===== src/rtl/cte_out_collector.sv =====
// Output collector for the colour-transform engine: captures RGB pixels or
// byte-serial YUV samples packed into 32-bit words, buffered in a FWFT FIFO.
module cte_out_collector #(
  parameter int DEPTH = 4,
  parameter int AW    = 2
) (
  input  logic          clk,
  input  logic          reset,
  input  logic          op_mode,
  input  logic          out_valid,
  input  logic [23:0]   rgb_out,
  input  logic [7:0]    yuv_out,
  input  logic          clr,
  output logic          o_valid,
  input  logic          o_ready,
  output logic [31:0]   o_data,
  output logic          o_tag,
  output logic [AW:0]   o_count,
  output logic          stall_req,
  output logic          overflow,
  output logic          frag_err
);

  localparam logic [AW:0]   DEPTH_CNT = DEPTH[AW:0];
  localparam logic [AW:0]   CNT_ONE   = 1;
  localparam logic [AW-1:0] PTR_ONE   = 1;

  // Entry layout: {tag, data[31:0]}.
  logic [32:0]   mem [DEPTH];
  logic [AW-1:0] wr_ptr, rd_ptr;
  logic [AW:0]   count_q;

  logic          mode_q;
  logic [1:0]    byte_idx;
  logic [31:0]   asm_q;

  logic          mode_chg, yuv_cap, rgb_cap, yuv_last;
  logic [1:0]    idx_eff;
  logic [31:0]   asm_eff, asm_wr;
  logic          push_req, full, pop, accept, drop;
  logic [32:0]   push_word, head;

  always_comb begin
    // A mode switch mid-word restarts the assembler before this cycle's byte.
    mode_chg = (op_mode != mode_q) && (byte_idx != 2'd0);
    idx_eff  = mode_chg ? 2'd0 : byte_idx;
    asm_eff  = mode_chg ? '0 : asm_q;
    yuv_cap  = out_valid & op_mode;
    rgb_cap  = out_valid & ~op_mode;
    yuv_last = yuv_cap & ~clr & (idx_eff == 2'd3);

    asm_wr = asm_eff;
    case (idx_eff)
      2'd0:    asm_wr[31:24] = yuv_out;
      2'd1:    asm_wr[23:16] = yuv_out;
      2'd2:    asm_wr[15:8]  = yuv_out;
      default: asm_wr[7:0]   = yuv_out;
    endcase

    push_req  = rgb_cap | yuv_last;
    // The last byte bypasses the assembler register straight into the word.
    push_word = rgb_cap ? {1'b0, 8'h00, rgb_out} : {1'b1, asm_eff[31:8], yuv_out};

    full   = (count_q == DEPTH_CNT);
    pop    = o_valid & o_ready;
    accept = push_req & (~full | pop);
    drop   = push_req & full & ~pop;
  end

  // NOTE: sequential state uses non-blocking assignments only, so every flop
  // samples the pre-edge values regardless of block ordering.
  always_ff @(posedge clk or negedge reset) begin
    if (!reset) begin
      mode_q   <= 1'b0;
      byte_idx <= 2'd0;
      asm_q    <= '0;
      overflow <= 1'b0;
      frag_err <= 1'b0;
    end else begin
      mode_q <= op_mode;

      if (clr) begin
        byte_idx <= 2'd0;
        asm_q    <= '0;
      end else if (yuv_cap) begin
        byte_idx <= idx_eff + 2'd1;
        asm_q    <= (idx_eff == 2'd3) ? '0 : asm_wr;
      end else if (mode_chg) begin
        byte_idx <= 2'd0;
        asm_q    <= '0;
      end

      if (clr)       overflow <= 1'b0;
      else if (drop) overflow <= 1'b1;

      if (clr)           frag_err <= 1'b0;
      else if (mode_chg) frag_err <= 1'b1;
    end
  end

  always_ff @(posedge clk or negedge reset) begin
    if (!reset) begin
      wr_ptr  <= '0;
      rd_ptr  <= '0;
      count_q <= '0;
    end else begin
      if (accept) wr_ptr <= wr_ptr + PTR_ONE;
      if (pop)    rd_ptr <= rd_ptr + PTR_ONE;
      case ({accept, pop})
        2'b10:   count_q <= count_q + CNT_ONE;
        2'b01:   count_q <= count_q - CNT_ONE;
        default: count_q <= count_q;
      endcase
    end
  end

  // NOTE: storage is not reset; outputs are masked by o_valid, so stale
  // entries are never observable and the array maps cleanly onto RAM.
  always_ff @(posedge clk) begin
    if (accept) mem[wr_ptr] <= push_word;
  end

  assign head      = mem[rd_ptr];
  assign o_valid   = (count_q != '0);
  assign o_data    = o_valid ? head[31:0] : '0;
  assign o_tag     = o_valid ? head[32] : 1'b0;
  assign o_count   = count_q;
  assign stall_req = (count_q >= DEPTH_CNT - CNT_ONE);

endmodule


===== config.mk =====
export PLATFORM = sky130hd
export DESIGN_NAME = cte_out_collector
export DESIGN_NICKNAME = d
export VERILOG_FILES = /design/src/rtl/cte_out_collector.sv
export SDC_FILE = /design/constraint.sdc
export NUM_CORES = 1
export LEC_CHECK = 0
export CAP_MARGIN = 15
export CORE_MARGIN = 4
export CORE_UTILIZATION = 35
export CTS_CLUSTER_DIAMETER = 120
export DETAILED_ROUTE_END_ITERATION = 16
export PLACE_DENSITY = 0.6
export SYNTH_ARGS = -nofsm -noshare
export SYNTH_HDL_FRONTEND = slang
export SYNTH_SLANG_ARGS = --single-unit

===== constraint.sdc =====
create_clock -name clk -period 3.72 [get_ports clk]
set_input_delay 0.558 -clock clk [delete_from_list [all_inputs] [get_ports clk]]
set_output_delay 0.558 -clock clk [all_outputs]
set_load 0.03 [all_outputs]

==> metrics.yaml, run 1 <==
run_status:
  status: "finished, final reports clean"
logic_synthesis:
  syn_area_um2: 7230
  avgSynthCellArea_um2: 14.9
  synth_edf_count: 132
  synth-async-reset-ratio_pct: 21.4
  syn_nets: 533
  synth_common_cells: "edfxtp_1, nand2_1, and2_1"
  synth_flop_cell: "edfxtp_1"
  yosys_register_bits: 168
  synth.most_common_cell: "edfxtp_1"
  synth.distinct_cells: 35
  ys_top_cells_by_area: "edfxtp_1, dfrtp_1, mux4_2, and2_1, nand2_1"
  synth_top_area_share_pct: 54.8
  yosysTopAreaCell: "edfxtp_1"
  ys_warn_count: 0
  synthCells: 486
  yosysSeqAreaShare_pct: 67.3
timing:
  maxSlewHeadroom_pct: 43.3
  final.period_utilization_pct: 85.5
  setup_viol: 0
  period_needed_ps: 3180
  setup_tns_ps: 0
  final.setup.worst_slack_ps: 538
  worstMarginPinSlew_ps: 851
  rsz0062_at_grt: "no"
  finalHoldViolCount: 0
  slew_viol_final: 0
  clock_skew_ps: 9.06
  fmax_ghz: 0.314
clock_network:
  post-cts-setup-buffers: 0
  clock-sinks: 168
  root_buffer: "clkbuf_16"
  clk_pin_slew_ps: 70
  clkLatencyLatePin_ps: 420
  cts_hold_buf: 0
  cts_resized: 0
  cts_max_path_buffers: 2
  cts_tree: "yes"
  cts_buffers: 17
  htreeDepth: 4
drt:
  ant_nets: 0
  drtIter0Drc: 191
  wl_mm: 15.6
  drc: 0
  drtPass1Iterations: 4
  detail_route.wl_per_cell_um: 18.4
  routed_via_density: 4.93
  vias: 4184
worst_setup_path:
  path_max_fanout: 21
  start_kind: "flip-flop"
  critPathArrivalTime_ps: 2620
  required_ps: 3160
  worst_setup_path_end_kind: "output port"
  critPathKind: "flip-flop to output port"
flow_run:
  drv_cap: 0
die:
  dieWidth_um: 152
  coreArea_um2: 20300
  die_h_um: 152
  rows: 52
  die_area_um2: 23000
  io_pins: 78
  start_util_pct: 35.6
global_routing:
  grt_max_degree: 41
  grt_pass1_wl_mm: 24.6
  grt_overflow: 0
  gr-usage-all-layers_pct: 14.3
  grt_pass1_vias: 4496
  antenna_found_initial: 0
placement:
  port_buffers: 77
  place_ws_ps: 433
  finalWeightedCongestion: 0.768
  postPlaceCellArea_um2: 8320
  dp.cells: 815
  dp_hpwl_mm: 10.3
hold_path:
  min_path_type: "primary input to async pin"
finish:
  fin_nets: 612
  final_cells: 848
  syn_to_final_growth_pct: 24.1
  drive_gt1_share_pct: 16.6
  antenna_cells: 0
  design_area_um2: 8970
power:
  power.density_nw_per_um2: 747
  p_leak_nw: 3.11
  power_mw: 6.70
  peakVddDrop_mv: 0.393
[path summary, 6_finish.rpt]
| path | from | end | slack [ps] | depth (start not counted) |
|---|---|---|---|---|
| worst min-delay path | reset | overflow$_DFFE_PN0P_ | 240 | 1 |
| min in group clk | overflow$_DFFE_PN0P_ | overflow$_DFFE_PN0P_ | 500 | 2 |
| worst max register to register | o_count[1]$_DFFE_PN0P_ | o_count[1]$_DFFE_PN0P_ | 1020 | 8 |
| worst max-delay path | o_count[1]$_DFFE_PN0P_ | o_data[27] | 540 | 4 |
| worst min register to register | overflow$_DFFE_PN0P_ | overflow$_DFFE_PN0P_ | 500 | 2 |
| max in group asynchronous | reset | rd_ptr[0]$_DFFE_PN0P_ | 2900 | 1 |
[cell type report]
| cell class | instances | area (um2) |
|---|---|---|
| clock buffer | 17 | 425 |
| clock inverter | 15 | 213 |
| fill | 1825 | 11300 |
| inverter | 9 | 33.8 |
| multi-input combinational | 276 | 2180 |
| sequential | 168 | 4870 |
| tap | 270 | 338 |
| timing repair buffer | 93 | 918 |
[logic make-up after synthesis]
family | share of synthesized area [%]
adder cells (fa/ha/maj) | 1.66
multiplexers | 12.2
flip-flops | 67.3
XOR/XNOR | 0.727
buffers and inverters | 2.75
AND/OR/NAND/NOR | 10.8
AO/OA/AOI/OAI | 4.50
[placed cells by master, fill, tap and decap left out, types with 2 or more instances in the layout]
| cell type | netlist | final |
|---|---|---|
| nor3_1 | 2 | 2 |
| ha_1 | 8 | 8 |
| nor2b_1 | 12 | 11 |
| edfxtp_1 | 132 | 132 |
| clkdlybuf4s50_1 | 0 | 76 |
| nand2b_1 | 2 | 2 |
| mux2_2 | 9 | 9 |
| nor2_1 | 9 | 9 |
| and3_1 | 4 | 4 |
| clkinvlp_4 | 0 | 2 |
| nand3_1 | 30 | 30 |
| buf_12 | 0 | 2 |
| inv_1 | 9 | 9 |
| dfrtp_1 | 36 | 35 |
| buf_4 | 4 | 13 |
| and2_1 | 39 | 39 |
| a21oi_1 | 29 | 29 |
| clkbuf_16 | 0 | 17 |
| xnor2_1 | 6 | 6 |
| bufinv_16 | 0 | 4 |
| mux2i_1 | 4 | 4 |
| nand2_1 | 60 | 60 |
| o21ai_0 | 16 | 16 |
| mux4_2 | 33 | 33 |
| inv_6 | 0 | 6 |
[sequential cells by signal, summed over array words and instances (netlist names)]
name,count
rd_ptr,2
mem,132
mode_q,1
wr_ptr,2
asm_q,24
frag_err,1
o_count,3
overflow,1
byte_idx,2
[critical path: stages, from the launching register on]
cell and delay, ps:
dfrtp_1 500, or3_1 680, buf_8 270, and2_1 150
clkdlybuf4s50_1 590
[through the flow]
step	utilization (%)	hold WS (ps)
detailed placement	41.0	497
global placement	41.0	502
floorplan	-	262
CTS	44.1	255
finish	44.2	239
global route	44.2	307
[where the power goes]
part           total, mW  internal [mW]  switching, mW
registers           2.34           2.24         0.0981
clock network       1.88           1.14          0.736
logic               2.48           1.14           1.34
total               6.70           4.53           2.17
[layer usage]
layer / global-route usage (%) / part of all wire [%] / vias to the layer above
met4: 4.72 / 1.4 / 0
met5: 0 / 0 / -
li1: - / - / 1959
met1: 18.9 / 44 / 2117
met3: 3.09 / 3.9 / 20
met2: 23.6 / 51 / 88
Power figures use the tool's default switching activity.
==> inputs of run 2 (changes only) <==
clock period = 3.3 ns   (was 3.72 ns; I/O delays follow)
==> run 2 against run 1 <==
Clock-buffer cell count is the same. Core utilization shrank 0.17 points. Global-route usage grew 0.15 points. Critical path type unchanged.
==> metrics.yaml, run 2 (synthesized netlist as in run 1, its figures left out) <==
run_status:
  status: "finished, final reports clean"
clock_network:
  clock-sinks: 168
  clk_pin_slew_ps: 70
  post-cts-setup-buffers: 0
  cts_tree: "yes"
  htreeDepth: 4
  root_buffer: "clkbuf_16"
  cts_max_path_buffers: 2
  cts_resized: 0
  cts_buffers: 17
  clkLatencyLatePin_ps: 420
  cts_hold_buf: 0
worst_setup_path:
  critPathArrivalTime_ps: 2530
  r2r_cells: 8
  critPathCapture: "o_data[2]"
  required_ps: 2800
  worstSetupStartpoint: "rd_ptr[0]$_DFFE_PN0P_"
  r2r_slack_ps: 680
  worstReg2RegEnd: "mem[1][5]$_DFFE_PP_"
  worst_setup_path_end_kind: "output port"
  critPathKind: "flip-flop to output port"
  start_kind: "flip-flop"
  path_max_fanout: 21
  reg2reg_from: "mode_q$_DFF_PN0_"
placement:
  port_buffers: 77
  dp_hpwl_mm: 10.4
  place_ws_ps: 138
  finalWeightedCongestion: 0.783
  dp.cells: 820
finish:
  regMostFlops: "mem"
  drive_gt1_share_pct: 16.6
  final_cells: 850
  final_common_cell: "edfxtp_1"
  antenna_cells: 0
  fin_nets: 616
  final_cell_mix: "edfxtp_1, clkdlybuf4s50_1, nand2_1"
  largest_register_ffs: 132
  fillCellCount: 1859
  syn_to_final_growth_pct: 23.6
power:
  peakVddDrop_mv: 0.385
  p_leak_nw: 3.09
  power.density_nw_per_um2: 825
timing:
  finalHoldViolCount: 0
  final.setup.worst_slack_ps: 276
  slew_viol_final: 0
  setup_viol: 0
  maxSlewHeadroom_pct: 27.7
  clock_skew_ps: 15.3
  rsz0062_at_grt: "no"
  fmax_ghz: 0.331
  period_needed_ps: 3020
  worstMarginPinSlew_ps: 1080
  final.period_utilization_pct: 91.6
  setup_tns_ps: 0
global_routing:
  grt_max_degree: 38
  grt_pass1_vias: 4567
  grt_overflow: 0
  gr-usage-all-layers_pct: 14.4
  grt_pass1_wl_mm: 24.9
  antenna_found_initial: 0
die:
  coreArea_um2: 20300
  io_pins: 78
  dieWidth_um: 152
  start_util_pct: 35.6
  die_area_um2: 23000
  die_h_um: 152
  rows: 52
drt:
  drc: 0
  detail_route.wl_per_cell_um: 18.4
  drtIter0Drc: 228
  highest_layer: "met4"
  met1_length_mm: 6.79
  wl_mm: 15.7
  routed_via_density: 4.96
  vias: 4212
  drtPass1Iterations: 4
  met3_length_um: 887
  ant_nets: 0
  wl_met2_mm: 7.85
hold_path:
  min_path_type: "primary input to async pin"
flow_run:
  drv_cap: 0
## run 2: cell types whose count changed in the layout (fill, tap and decap cells not counted), moves of 2 or more
cell	before	now
buf_4	13	18
inv_6	6	1
clkinv_1	0	2
clkinvlp_4	2	4
## run 2: layer usage
layer / up-vias / track usage, %
li1: 1958 / -
met1: 2124 / 18.9
met2: 115 / 24.4
met3: 15 / 3.06
met4: 0 / 4.09
met5: - / 0
## run 2: layout make-up
type                    instances  area [um2]  share of cell area (%)
clock inverters                13         155                    1.74
repair buffers                 97         941                    10.5
inverters                       9        33.8                   0.378
multi-input cells             276        2180                    24.4
flip-flops and latches        168        4870                    54.5
well taps                     270         338                    3.78
clock buffers                  17         425                    4.76
## run 2: where the power goes
group	switching, mW	internal (mW)	leakage, nW
registers	0.113	2.53	1.69
logic	1.50	1.28	1.13
clock network	0.765	1.18	0.272
total	2.38	4.99	3.09
## run 2: through the flow
step                      hold WS [ps]  util (%)  power [mW]  instance area (um2)
after floorplan                    199         -        4.51                 7230
after global placement             495      41.2        5.49                 8350
after detailed placement           489      41.2        5.52                 8350
after CTS                          190      44.0        7.48                 8930
after global routing               230      44.0        7.74                 8930
final                              180      44.0        7.37                 8930
## run 2: critical path, cell delays in order (launching register included)
cell,delay (ps)
dfrtp_2,360
buf_4,390
mux4_2,580
and2_1,170
clkdlybuf4s50_1,590
## run 2: worst min path at each step
stage / from / end / slack, ps
after floorplan: reset / asm_q[10]$_DFF_PN0_ / 200
after global placement: overflow$_DFFE_PN0P_ / overflow$_DFFE_PN0P_ / 490
after detailed placement: overflow$_DFFE_PN0P_ / overflow$_DFFE_PN0P_ / 490
after CTS: reset / overflow$_DFFE_PN0P_ / 190
after global routing: reset / overflow$_DFFE_PN0P_ / 230
final: reset / overflow$_DFFE_PN0P_ / 180
==> inputs of run 3 (changes only) <==
SLEW_MARGIN = 20   (was unset)
clock period = 3.45 ns   (was 3.3 ns; I/O delays follow)
==> run 3 against run 2 <==
Cell area increased by 0.45%. Global-route usage increased by 0.13 points. Hold slack improved by 16 ps.
==> metrics.yaml, run 3 (synthesized netlist as in run 1, its figures left out) <==
run_status:
  status: "finished, final reports clean"
drt:
  drc: 0
  detail_route.wl_per_cell_um: 18.3
  routed_via_density: 4.94
  drtIter0Drc: 199
  ant_nets: 0
  drtPass1Iterations: 4
  vias: 4212
  wl_mm: 15.6
global_routing:
  grt_max_degree: 37
  grt_pass1_wl_mm: 25.0
  antenna_found_initial: 0
  grt_pass1_vias: 4492
  grt_overflow: 0
  gr-usage-all-layers_pct: 14.6
timing:
  period_needed_ps: 3150
  final.period_utilization_pct: 91.3
  finalHoldViolCount: 0
  rsz0062_at_grt: "no"
  slew_viol_final: 0
  maxSlewHeadroom_pct: 39.3
  setup_viol: 0
  setup_tns_ps: 0
  fmax_ghz: 0.317
  final.setup.worst_slack_ps: 298
  clock_skew_ps: 5.71
  worstMarginPinSlew_ps: 910
placement:
  place_ws_ps: 317
  finalWeightedCongestion: 0.807
  dp_hpwl_mm: 10.5
  dp.cells: 821
  port_buffers: 77
clock_network:
  cts_max_path_buffers: 2
  post-cts-setup-buffers: 0
  clk_pin_slew_ps: 60
  cts_buffers: 17
  root_buffer: "clkbuf_16"
  cts_resized: 0
  cts_hold_buf: 0
  clock-sinks: 168
  htreeDepth: 4
  clkLatencyLatePin_ps: 420
  cts_tree: "yes"
finish:
  final_cell_mix: "edfxtp_1, clkdlybuf4s50_1, nand2_1"
  fillCellCount: 1839
  largest_register_ffs: 132
  regMostFlops: "mem"
  syn_to_final_growth_pct: 24.2
  antenna_cells: 0
  fin_nets: 617
  final_util_pct: 44.2
  final_common_cell: "edfxtp_1"
  drive_gt1_share_pct: 17.2
  final_cells: 853
flow_run:
  drv_cap: 0
die:
  coreArea_um2: 20300
  io_pins: 78
  die_area_um2: 23000
  rows: 52
  dieWidth_um: 152
  start_util_pct: 35.6
  die_h_um: 152
worst_setup_path:
  critPathKind: "flip-flop to output port"
  critPathArrivalTime_ps: 2630
  required_ps: 2930
  worst_setup_path_end_kind: "output port"
  start_kind: "flip-flop"
  path_max_fanout: 36
power:
  power.density_nw_per_um2: 800
  peakVddDrop_mv: 0.399
  p_leak_nw: 3.11
  power_mw: 7.18
hold_path:
  min_path_type: "primary input to async pin"
run 3: path summary, 6_finish.rpt:
check | from | to | slack, ps | cells past startpoint
max | o_count[1]$_DFFE_PN0P_ | o_data[3] | 300 | 3
min | reset | o_count[0]$_DFFE_PN0P_ | 200 | 1
max reg2reg | o_count[1]$_DFFE_PN0P_ | o_count[1]$_DFFE_PN0P_ | 800 | 7
min reg2reg | overflow$_DFFE_PN0P_ | overflow$_DFFE_PN0P_ | 520 | 2
max in group asynchronous | reset | rd_ptr[0]$_DFFE_PN0P_ | 2690 | 1
min in group clk | overflow$_DFFE_PN0P_ | overflow$_DFFE_PN0P_ | 520 | 2
run 3: area by class of cell:
class	instances	area [um2]	area share (%)
clock inverter	14	195	2.17
timing repair buffer	98	936	10.4
inverter	9	33.8	0.376
multi-input combinational	276	2180	24.3
tap	270	338	3.76
clock buffer	18	429	4.78
sequential	168	4870	54.2
run 3: layer usage:
layer	GRT usage, %	part of all wire, %
met1	19.1	44
met4	4.36	1.4
met5	0	0
met2	23.8	50
met3	3.90	4.7
run 3: through the flow:
step	hold slack, ps	instance area, um2
6_report	197	8970
5_1_grt	235	8970
3_5_place_dp	501	8350
2_1_floorplan	222	7230
3_3_place_gp	488	8350
4_1_cts	197	8970
run 3: where the power goes:
group | switching [mW] | internal [mW] | total (mW)
Combinational | 1.44 | 1.24 | 2.68
Sequential | 0.106 | 2.42 | 2.53
Clock | 0.758 | 1.22 | 1.97
Total | 2.30 | 4.87 | 7.18
run 3: worst max-delay path, cell delays in order, from the launching register on:
cell and delay, ps:
dfrtp_1 510, or3_2 820, and2_1 260, clkdlybuf4s50_1 590
